$ cat config.mk
export PLATFORM = sky130hd
export DESIGN_NAME = sorter_batch_ctrl_flat
export DESIGN_NICKNAME = d
export VERILOG_FILES = /design/src/rtl/sorter_batch_ctrl_if.sv /design/src/rtl/sorter_batch_ctrl.sv /design/src/flat_wrapper.sv
export SDC_FILE = /design/constraint.sdc
export NUM_CORES = 1
export LEC_CHECK = 0
export CAP_MARGIN = 10
export CORE_ASPECT_RATIO = 1.25
export CORE_UTILIZATION = 47
export DETAILED_ROUTE_END_ITERATION = 10
export GPL_ROUTABILITY_DRIVEN = 0
export PLACE_DENSITY = 0.95
export REMOVE_ABC_BUFFERS = 1
export SYNTH_ARGS = -nofsm -noshare
export SYNTH_HDL_FRONTEND = slang
export SYNTH_SLANG_ARGS = --single-unit
$ cat constraint.sdc
create_clock -name clk -period 3.44 [get_ports clk]
set_clock_uncertainty 0.15 [all_clocks]
set_input_delay 0.344 -clock clk [delete_from_list [all_inputs] [get_ports clk]]
set_output_delay 0.344 -clock clk [all_outputs]
set_load 0.1 [all_outputs]
$ cat src/rtl/sorter_batch_ctrl_if.sv
// ---------------------------------------------------------------------------
// sorter_batch_ctrl_if
// Stream bundle between the batch controller and its neighbours.
//   s_data/s_valid/s_last -> upstream element into the controller
//   s_ready               <- controller accepts the element
//   m_data/m_valid/m_last <- sorted output stream (no backpressure)
// Modports:
//   master : producer/consumer side (testbench or surrounding logic)
//   slave  : the sorter_batch_ctrl block
// ---------------------------------------------------------------------------
interface sorter_batch_ctrl_if #(
    parameter int WIDTH = 8
);
    logic [WIDTH-1:0] s_data;
    logic             s_valid;
    logic             s_last;
    logic             s_ready;
    logic [WIDTH-1:0] m_data;
    logic             m_valid;
    logic             m_last;

    modport master (
        output s_data, s_valid, s_last,
        input  s_ready,
        input  m_data, m_valid, m_last
    );

    modport slave (
        input  s_data, s_valid, s_last,
        output s_ready,
        output m_data, m_valid, m_last
    );
endinterface

$ cat src/rtl/sorter_batch_ctrl.sv
// ---------------------------------------------------------------------------
// sorter_batch_ctrl
// Batches upstream elements into an external sorter, flushes the sorter and
// forwards the sorted stream, then resets the sorter for the next batch.
//
// Ports:
//   clk, nreset       clock, synchronous active-low reset
//   bus (slave)       s_data/s_valid/s_last/s_ready in, m_data/m_valid/m_last out
//   srt_data_i(_v)    element and insert strobe to the sorter
//   srt_flush         sorter flush, high for the whole FLUSH state
//   srt_rst           sorter reset, high during nreset=0 and in CLEAR
//   srt_data_o(_v)    sorted data from the sorter
//   busy              controller not in IDLE
//   err               one-cycle pulse when a drain times out
//   batch_cnt,        (only with SORTER_CTRL_STATS_EN) saturating counts of
//   tmo_cnt_total      completed batches and of drain timeouts
//
// Optional feature macro: SORTER_CTRL_STATS_EN
// ---------------------------------------------------------------------------
module sorter_batch_ctrl #(
    parameter int N     = 22,
    parameter int WIDTH = 8,
    parameter int TMO   = 2*N+4
) (
    input  logic               clk,
    input  logic               nreset,
    sorter_batch_ctrl_if.slave bus,
    output logic [WIDTH-1:0]   srt_data_i,
    output logic               srt_data_i_v,
    output logic               srt_flush,
    output logic               srt_rst,
    input  logic [WIDTH-1:0]   srt_data_o,
    input  logic               srt_data_o_v,
    output logic               busy,
    output logic               err
`ifdef SORTER_CTRL_STATS_EN
    ,
    output logic [15:0]        batch_cnt,
    output logic [7:0]         tmo_cnt_total
`endif
);
    localparam int LW = $clog2(N+1);
    localparam int TW = $clog2(TMO+1);

    typedef enum logic [1:0] {
        IDLE  = 2'd0,
        LOAD  = 2'd1,
        FLUSH = 2'd2,
        CLEAR = 2'd3
    } state_t;

    state_t        state_q, state_d;
    logic [LW-1:0] load_cnt_q, load_cnt_d;
    logic [LW-1:0] out_cnt_q, out_cnt_d;
    logic [TW-1:0] tmo_cnt_q, tmo_cnt_d;
    logic          err_q, err_d;

    logic accept;
    logic xfer;
    logic in_flush;
    logic last_hit;
    logic tmo_hit;

    // Control outputs are gated by nreset so they are quiet while reset is held,
    // even before the first reset edge has settled the state register.
    assign accept   = nreset && (state_q == IDLE || state_q == LOAD);
    assign xfer     = bus.s_valid && accept;
    assign in_flush = nreset && (state_q == FLUSH);

    assign bus.s_ready  = accept;
    assign srt_data_i   = bus.s_data;
    assign srt_data_i_v = xfer;
    assign srt_flush    = in_flush;
    assign srt_rst      = !nreset || (state_q == CLEAR);
    assign busy         = nreset && (state_q != IDLE);
    assign err          = err_q;

    // Sorter output outside FLUSH is dropped here, so it is neither forwarded
    // nor counted.
    assign bus.m_data  = srt_data_o;
    assign bus.m_valid = srt_data_o_v && in_flush;
    assign last_hit    = bus.m_valid && (out_cnt_q == load_cnt_q - LW'(1));
    assign bus.m_last  = last_hit;
    assign tmo_hit     = (tmo_cnt_q == TW'(TMO-1));

    always_comb begin
        state_d    = state_q;
        load_cnt_d = load_cnt_q;
        out_cnt_d  = out_cnt_q;
        tmo_cnt_d  = tmo_cnt_q;
        err_d      = 1'b0;
        case (state_q)
            IDLE, LOAD: begin
                if (xfer) begin
                    load_cnt_d = (state_q == IDLE) ? LW'(1) : load_cnt_q + LW'(1);
                    // A full sorter ends the batch just like s_last does.
                    if (bus.s_last || load_cnt_d == LW'(N)) begin
                        state_d = FLUSH;
                    end else begin
                        state_d = LOAD;
                    end
                end
            end
            FLUSH: begin
                tmo_cnt_d = tmo_cnt_q + TW'(1);
                if (bus.m_valid) begin
                    out_cnt_d = out_cnt_q + LW'(1);
                end
                // The final element takes priority over a coincident timeout.
                if (last_hit) begin
                    state_d = CLEAR;
                end else if (tmo_hit) begin
                    state_d = CLEAR;
                    err_d   = 1'b1;
                end
            end
            CLEAR: begin
                state_d    = IDLE;
                load_cnt_d = '0;
                out_cnt_d  = '0;
                tmo_cnt_d  = '0;
            end
            default: state_d = IDLE;
        endcase
    end

    always_ff @(posedge clk) begin
        if (!nreset) begin
            state_q    <= IDLE;
            load_cnt_q <= '0;
            out_cnt_q  <= '0;
            tmo_cnt_q  <= '0;
            err_q      <= 1'b0;
        end else begin
            state_q    <= state_d;
            load_cnt_q <= load_cnt_d;
            out_cnt_q  <= out_cnt_d;
            tmo_cnt_q  <= tmo_cnt_d;
            err_q      <= err_d;
        end
    end

`ifdef SORTER_CTRL_STATS_EN
    function automatic logic [15:0] sat_inc16(input logic [15:0] v);
        return (&v) ? v : v + 16'd1;
    endfunction

    function automatic logic [7:0] sat_inc8(input logic [7:0] v);
        return (&v) ? v : v + 8'd1;
    endfunction

    logic [15:0] batch_cnt_q, batch_cnt_d;
    logic [7:0]  tmo_tot_q, tmo_tot_d;

    always_comb begin
        batch_cnt_d = batch_cnt_q;
        tmo_tot_d   = tmo_tot_q;
        if (state_q == FLUSH && state_d == CLEAR) begin
            batch_cnt_d = sat_inc16(batch_cnt_q);
        end
        if (err_d) begin
            tmo_tot_d = sat_inc8(tmo_tot_q);
        end
    end

    always_ff @(posedge clk) begin
        if (!nreset) begin
            batch_cnt_q <= '0;
            tmo_tot_q   <= '0;
        end else begin
            batch_cnt_q <= batch_cnt_d;
            tmo_tot_q   <= tmo_tot_d;
        end
    end

    assign batch_cnt     = batch_cnt_q;
    assign tmo_cnt_total = tmo_tot_q;
`endif
endmodule
$ cat src/flat_wrapper.sv
// flat-port wrapper written by rule: the top's interface ports become plain ports
module sorter_batch_ctrl_flat 
#(
    parameter int N     = 22,
    parameter int WIDTH = 8,
    parameter int TMO   = 2*N+4
)
  (clk, nreset, srt_data_i, srt_data_i_v, srt_flush, srt_rst, srt_data_o, srt_data_o_v, busy, err, bus_s_data, bus_s_valid, bus_s_last, bus_s_ready, bus_m_data, bus_m_valid, bus_m_last);
  sorter_batch_ctrl_if #(.WIDTH(WIDTH)) bus_i ();
  input  logic clk;
  input  logic nreset;
  output logic [WIDTH-1:0] srt_data_i;
  output logic srt_data_i_v;
  output logic srt_flush;
  output logic srt_rst;
  input  logic [WIDTH-1:0] srt_data_o;
  input  logic srt_data_o_v;
  output logic busy;
  output logic err;
  input wire logic [$bits(bus_i.s_data)-1:0] bus_s_data;
  input wire logic [$bits(bus_i.s_valid)-1:0] bus_s_valid;
  input wire logic [$bits(bus_i.s_last)-1:0] bus_s_last;
  output wire logic [$bits(bus_i.s_ready)-1:0] bus_s_ready;
  output wire logic [$bits(bus_i.m_data)-1:0] bus_m_data;
  output wire logic [$bits(bus_i.m_valid)-1:0] bus_m_valid;
  output wire logic [$bits(bus_i.m_last)-1:0] bus_m_last;
  assign bus_i.s_data = bus_s_data;
  assign bus_i.s_valid = bus_s_valid;
  assign bus_i.s_last = bus_s_last;
  assign bus_s_ready = bus_i.s_ready;
  assign bus_m_data = bus_i.m_data;
  assign bus_m_valid = bus_i.m_valid;
  assign bus_m_last = bus_i.m_last;
  sorter_batch_ctrl #(.N(N), .WIDTH(WIDTH), .TMO(TMO)) u_core (.clk(clk), .nreset(nreset), .bus(bus_i), .srt_data_i(srt_data_i), .srt_data_i_v(srt_data_i_v), .srt_flush(srt_flush), .srt_rst(srt_rst), .srt_data_o(srt_data_o), .srt_data_o_v(srt_data_o_v), .busy(busy), .err(err));
endmodule
### Word-level counts from Yosys, hierarchy flattened

Cells that the tools add are included.

* flip-flop bits (word level): 19
* input port bits: 21
* word-level logic and storage cells: 51

* add/subtract/negate cells: 4
* equal/unequal tests: 9
* multiplexer cells: 12
* bitwise logic cells: 2
* reductions and logical operators: 19

Operators by type and width (number)
* $pmux 5 s2: 2
* $mux 5: 3
* $pmux 6 s2: 1
* $add 5x1->5 const B: 2
* $mux 2: 4
* $add 6x1->6 const B: 1
* $eq 6x6->1 const B: 1
* $logic_and 1x1->1: 6
* $pmux 2 s3: 1
* $reduce_and 2->1: 3
* $reduce_bool 2->1: 3
* $eq 5x5->1: 1
* $eq 5x5->1 const B: 1
* $sub 5x1->5 const B: 1
* $eq 2x2->1 const B: 2
* $logic_or 1x1->1: 3
* $ne 3x2->1 const B: 1
* $reduce_or 3->1: 1
* $eq 2x1->1 const B: 1
* $logic_not 2->1: 1
* $ne 2x1->1 const B: 1
* $ne 2x2->1 const B: 1
* $not 1->1: 2
* $reduce_or 2->1: 1
* other kinds (2): 2

### Depth between registers and ports, before layout

* depth after elaboration: 7
* depth in mapped cells: 7
* mapped depth without buffers: 6

### Worst setup path after synthesis

Ideal clock, no wire load.

* path kind: register to register
* from: register u_core.state_q[0]
* to: register u_core.tmo_cnt_q[1]
* setup time: 0.067 ns
* arrival time: 3.043 ns
* data required time: 3.223 ns
* path slack: 0.180 ns
* stages on the path, launching flop included: 4
* buffers on the path: 1
* clock period less this slack: 3.260 ns
* path through: dfxtp_1 clkbuf_1 nor3_1 a22o_1

* word-level cells in the longest chain between the ends: 2
* elaborated cells between the ends (all ways): 4
* those cells by class: eq/ne: 2; mux: 1; reduce/logical: 1

RTL lines
* from (decl): RTL line sorter_batch_ctrl.sv:52 `state_t state_q, state_d;`
* from (signal assigned): RTL line sorter_batch_ctrl.sv:135 `state_q <= state_d;`
* $eq 2x2->1: RTL line sorter_batch_ctrl.sv:92 `case (state_q)`
* $pmux 6 s2 / $reduce_bool 2->1 (equally long branches)
* to (signal assigned): RTL line sorter_batch_ctrl.sv:138 `tmo_cnt_q <= tmo_cnt_d;`
* to (decl): RTL line sorter_batch_ctrl.sv:55 `logic [TW-1:0] tmo_cnt_q, tmo_cnt_d;`

Several ways; a longest one is shown, not always the timed one.
A chain may end at the register's enable or synchronous reset.

### Final worst setup path

* from: register u_core.load_cnt_q[0]
* to: output port bus_m_last

* word-level cells in the longest chain between the ends: 3

RTL lines
* from (decl): RTL line sorter_batch_ctrl.sv:53 `logic [LW-1:0] load_cnt_q, load_cnt_d;`
* from (signal assigned): RTL line sorter_batch_ctrl.sv:136 `load_cnt_q <= load_cnt_d;`
* $sub 5x1->5: RTL line sorter_batch_ctrl.sv:82 `assign last_hit = bus.m_valid && (out_cnt_q == load_cnt_q - LW'(1));`
* $eq 5x5->1: RTL line sorter_batch_ctrl.sv:82
* $logic_and 1x1->1: RTL line sorter_batch_ctrl.sv:82
* to (decl): RTL line flat_wrapper.sv:26 `output wire logic [$bits(bus_i.m_last)-1:0] bus_m_last;`

Every way passes these cells.

==> results.yml <==
outcome:
  status: "complete, no violations"
clock_tree:
  htreeDepth: 1
  postCtsSetupBuffers: 0
  clock_latency_ns: 0.30
  cts_buffers: 3
  ctsLongestPathBuffers: 2
  cts_tree: "built"
  cts-resized-gates: 0
  cts_sinks: 19
  root_buffer: "clkbuf_4"
  hold_buffers: 0
  clk_pin_slew_ns: 0.11
pwr:
  power.density_nw_per_um2: 365.4
  power_mw: 0.4343
  cellLeakagePower_nw: 0.4413
  irDropWorstVdd_mv: 0.2224
job:
  maxCapViolations: 0
timing:
  tightest_slew_ns: 0.9590
  rsz0062_at_grt: "false"
  fin_crit_ns: 2.779
  slew_headroom_pct: 35.87
  max_freq_mhz: 359.9
  final-setup-viol-count: 0
  hold_viol_final: 0
  slew_violations: 0
  period_share_pct: 80.78
  fin_worst_hold_slack_ns: 0.3529
synth:
  ys.flop_type: "dfxtp_1"
  syn_area_um2: 1191
  syn_area_per_cell_um2: 8.215
  synthCells: 145
  synth-edff-count: 0
  synth_cell_types: 36
  yosys_warnings: 0
  yosysSeqAreaShare_pct: 31.93
  ys_ff_latch: 19
  synth-async-reset-ratio_pct: 0
grt:
  antenna_found_initial: 0
  overflow: 0
  grt_pass1_vias: 993
  grt_usage_pct: 21.35
  grt_pass1_wl_um: 4236
  grt_max_degree: 15
final_layout:
  n_antenna_cell: 0
  nets: 163
  final_cell_mix: "19 x dfxtp_1, 18 x nor2_1, 10 x nand2_1"
  synthToLayoutAreaGrowth_pct: -0.2101
  n_fill_cell: 248
  drive_above_1_share_pct: 8.759
  layout_commonest_cell: "dfxtp_1"
setup_path:
  cp.arrival_ns: 2.28
  worstSetupStartpoint: "u_core.load_cnt_q[0]"
  critPathRequiredTime_ns: 2.95
  crit_type: "flip-flop to primary output"
  end_kind: "primary output"
  crit_path_start_kind: "flip-flop"
  timing.rr.start: "u_core.load_cnt_q[0]"
  r2r_cells: 6
  rrSetupSlack_ns: 1.39
  critPathMaxFanout: 8
route:
  wl_per_cell_um: 14.72
  viasPerCell: 5.782
  drtIter0Drc: 33
  drt-pass1-iter-count: 4
  remaining_drc_errors: 0
  wl_um: 2502
  drtAntennaViolNets: 0
  vias: 983
floorplan:
  die-area_um2: 2741
  die_w_um: 47.03
  die_h_um: 58.29
  io_pins: 45
  row_count: 20
  start_util_pct: 49.07
  core_um2: 2427
hold_path:
  hold_start: "u_core.tmo_cnt_q[5]"
  min_delay_path_depth: 2
  hold_path_class: "flip-flop to flip-flop"
placed_design:
  port_buffers: 12
  dp_hpwl_um: 1928
critical path, stage by stage, from the launching register on:
cell and delay [ns]:
dfxtp_1 0.50, inv_1 0.08, ha_1 0.26, o21ba_1 0.18, a221o_1 0.34, a211oi_2 0.28
buf_4 0.35
report_power, final:
| part | switching (mW) | leakage, nW | internal (mW) | total (mW) |
|---|---|---|---|---|
| combinational | 0.0554 | 0.270 | 0.0262 | 0.0817 |
| sequential | 0.0120 | 0.154 | 0.225 | 0.237 |
| clock | 0.0721 | 0.0177 | 0.0434 | 0.115 |
path summary, 6_finish.rpt:
kind                         end
min reg2reg  u_core.tmo_cnt_q[5]
max                   bus_m_last
min          u_core.tmo_cnt_q[5]
max reg2reg    u_core.state_q[0]
flip-flops by register name (all words and copies together), names as in the netlist:
name and count:
u_core.state_q 2, u_core.load_cnt_q 5, u_core.err 1, u_core.tmo_cnt_q 6, u_core.out_cnt_q 5
per-stage QoR:
stage / TNS, ns / std cells / utilization, % / cell area [µm²] / worst slack, ns
final: 0 / 170 / 48.97 / 1189 / 0.6611
after global routing: 0 / 170 / 48.97 / 1189 / 0.5390
after CTS: 0 / 170 / 48.97 / 1189 / 0.6484
after detailed placement: 0 / 166 / 47.84 / 1161 / 0.8374
after global placement: 0 / 166 / 47.84 / 1161 / 0.9139
after floorplan: -0.4452 / 121 / - / 1017 / -0.2113
cells in the mapped netlist (all sizes together), types with 2 or more instances:
| library cell | instances | area, µm² |
|---|---|---|
| nand3 | 4 | 20.02 |
| nand4 | 9 | 56.30 |
| nor2b | 2 | 12.51 |
| dfxtp | 19 | 380.4 |
| xor2 | 9 | 78.83 |
| clkbuf | 4 | 25.02 |
| a211oi | 3 | 27.52 |
| a21oi | 5 | 25.02 |
| nor3b | 2 | 15.01 |
| mux2i | 2 | 20.02 |
| buf | 20 | 148.9 |
| xnor2 | 5 | 43.79 |
| nand2 | 10 | 37.54 |
| o21ai | 7 | 35.03 |
| nor2 | 18 | 67.56 |
| ha | 4 | 50.05 |
| inv | 5 | 18.77 |
| nor3 | 3 | 15.01 |
layout make-up:
| cell class | instances | area (µm²) | area share [%] |
|---|---|---|---|
| timing repair buffer | 12 | 102.6 | 8.632 |
| clock inverter | 1 | 5.005 | 0.4211 |
| tap | 33 | 41.29 | 3.474 |
| sequential | 19 | 380.4 | 32.00 |
| multi-input combinational | 97 | 618.1 | 52.00 |
| clock buffer | 3 | 22.52 | 1.895 |
| inverter | 5 | 18.77 | 1.579 |
per-layer routing:
layer  wire length [µm]  global-route usage, %  vias to the layer above
met1               1099                  26.15                      459
met3                214                  9.657                        4
li1                   -                      -                      469
met2               1162                  32.14                       51
met5                  0                  6.667                        -
met4                 25                  6.939                        0
logic make-up after synthesis:
| family | count (synthesis) | share of synthesized area [%] |
|---|---|---|
| AO/OA/AOI/OAI | 24 | 13.87 |
| XOR/XNOR | 14 | 10.29 |
| flip-flops | 19 | 31.93 |
| multiplexers | 2 | 1.681 |
| AND/OR/NAND/NOR | 53 | 21.85 |
| buffers and inverters | 29 | 16.18 |
| adder cells (fa/ha/maj) | 4 | 4.202 |
Note: power is estimated with default switching activity, not from simulation.
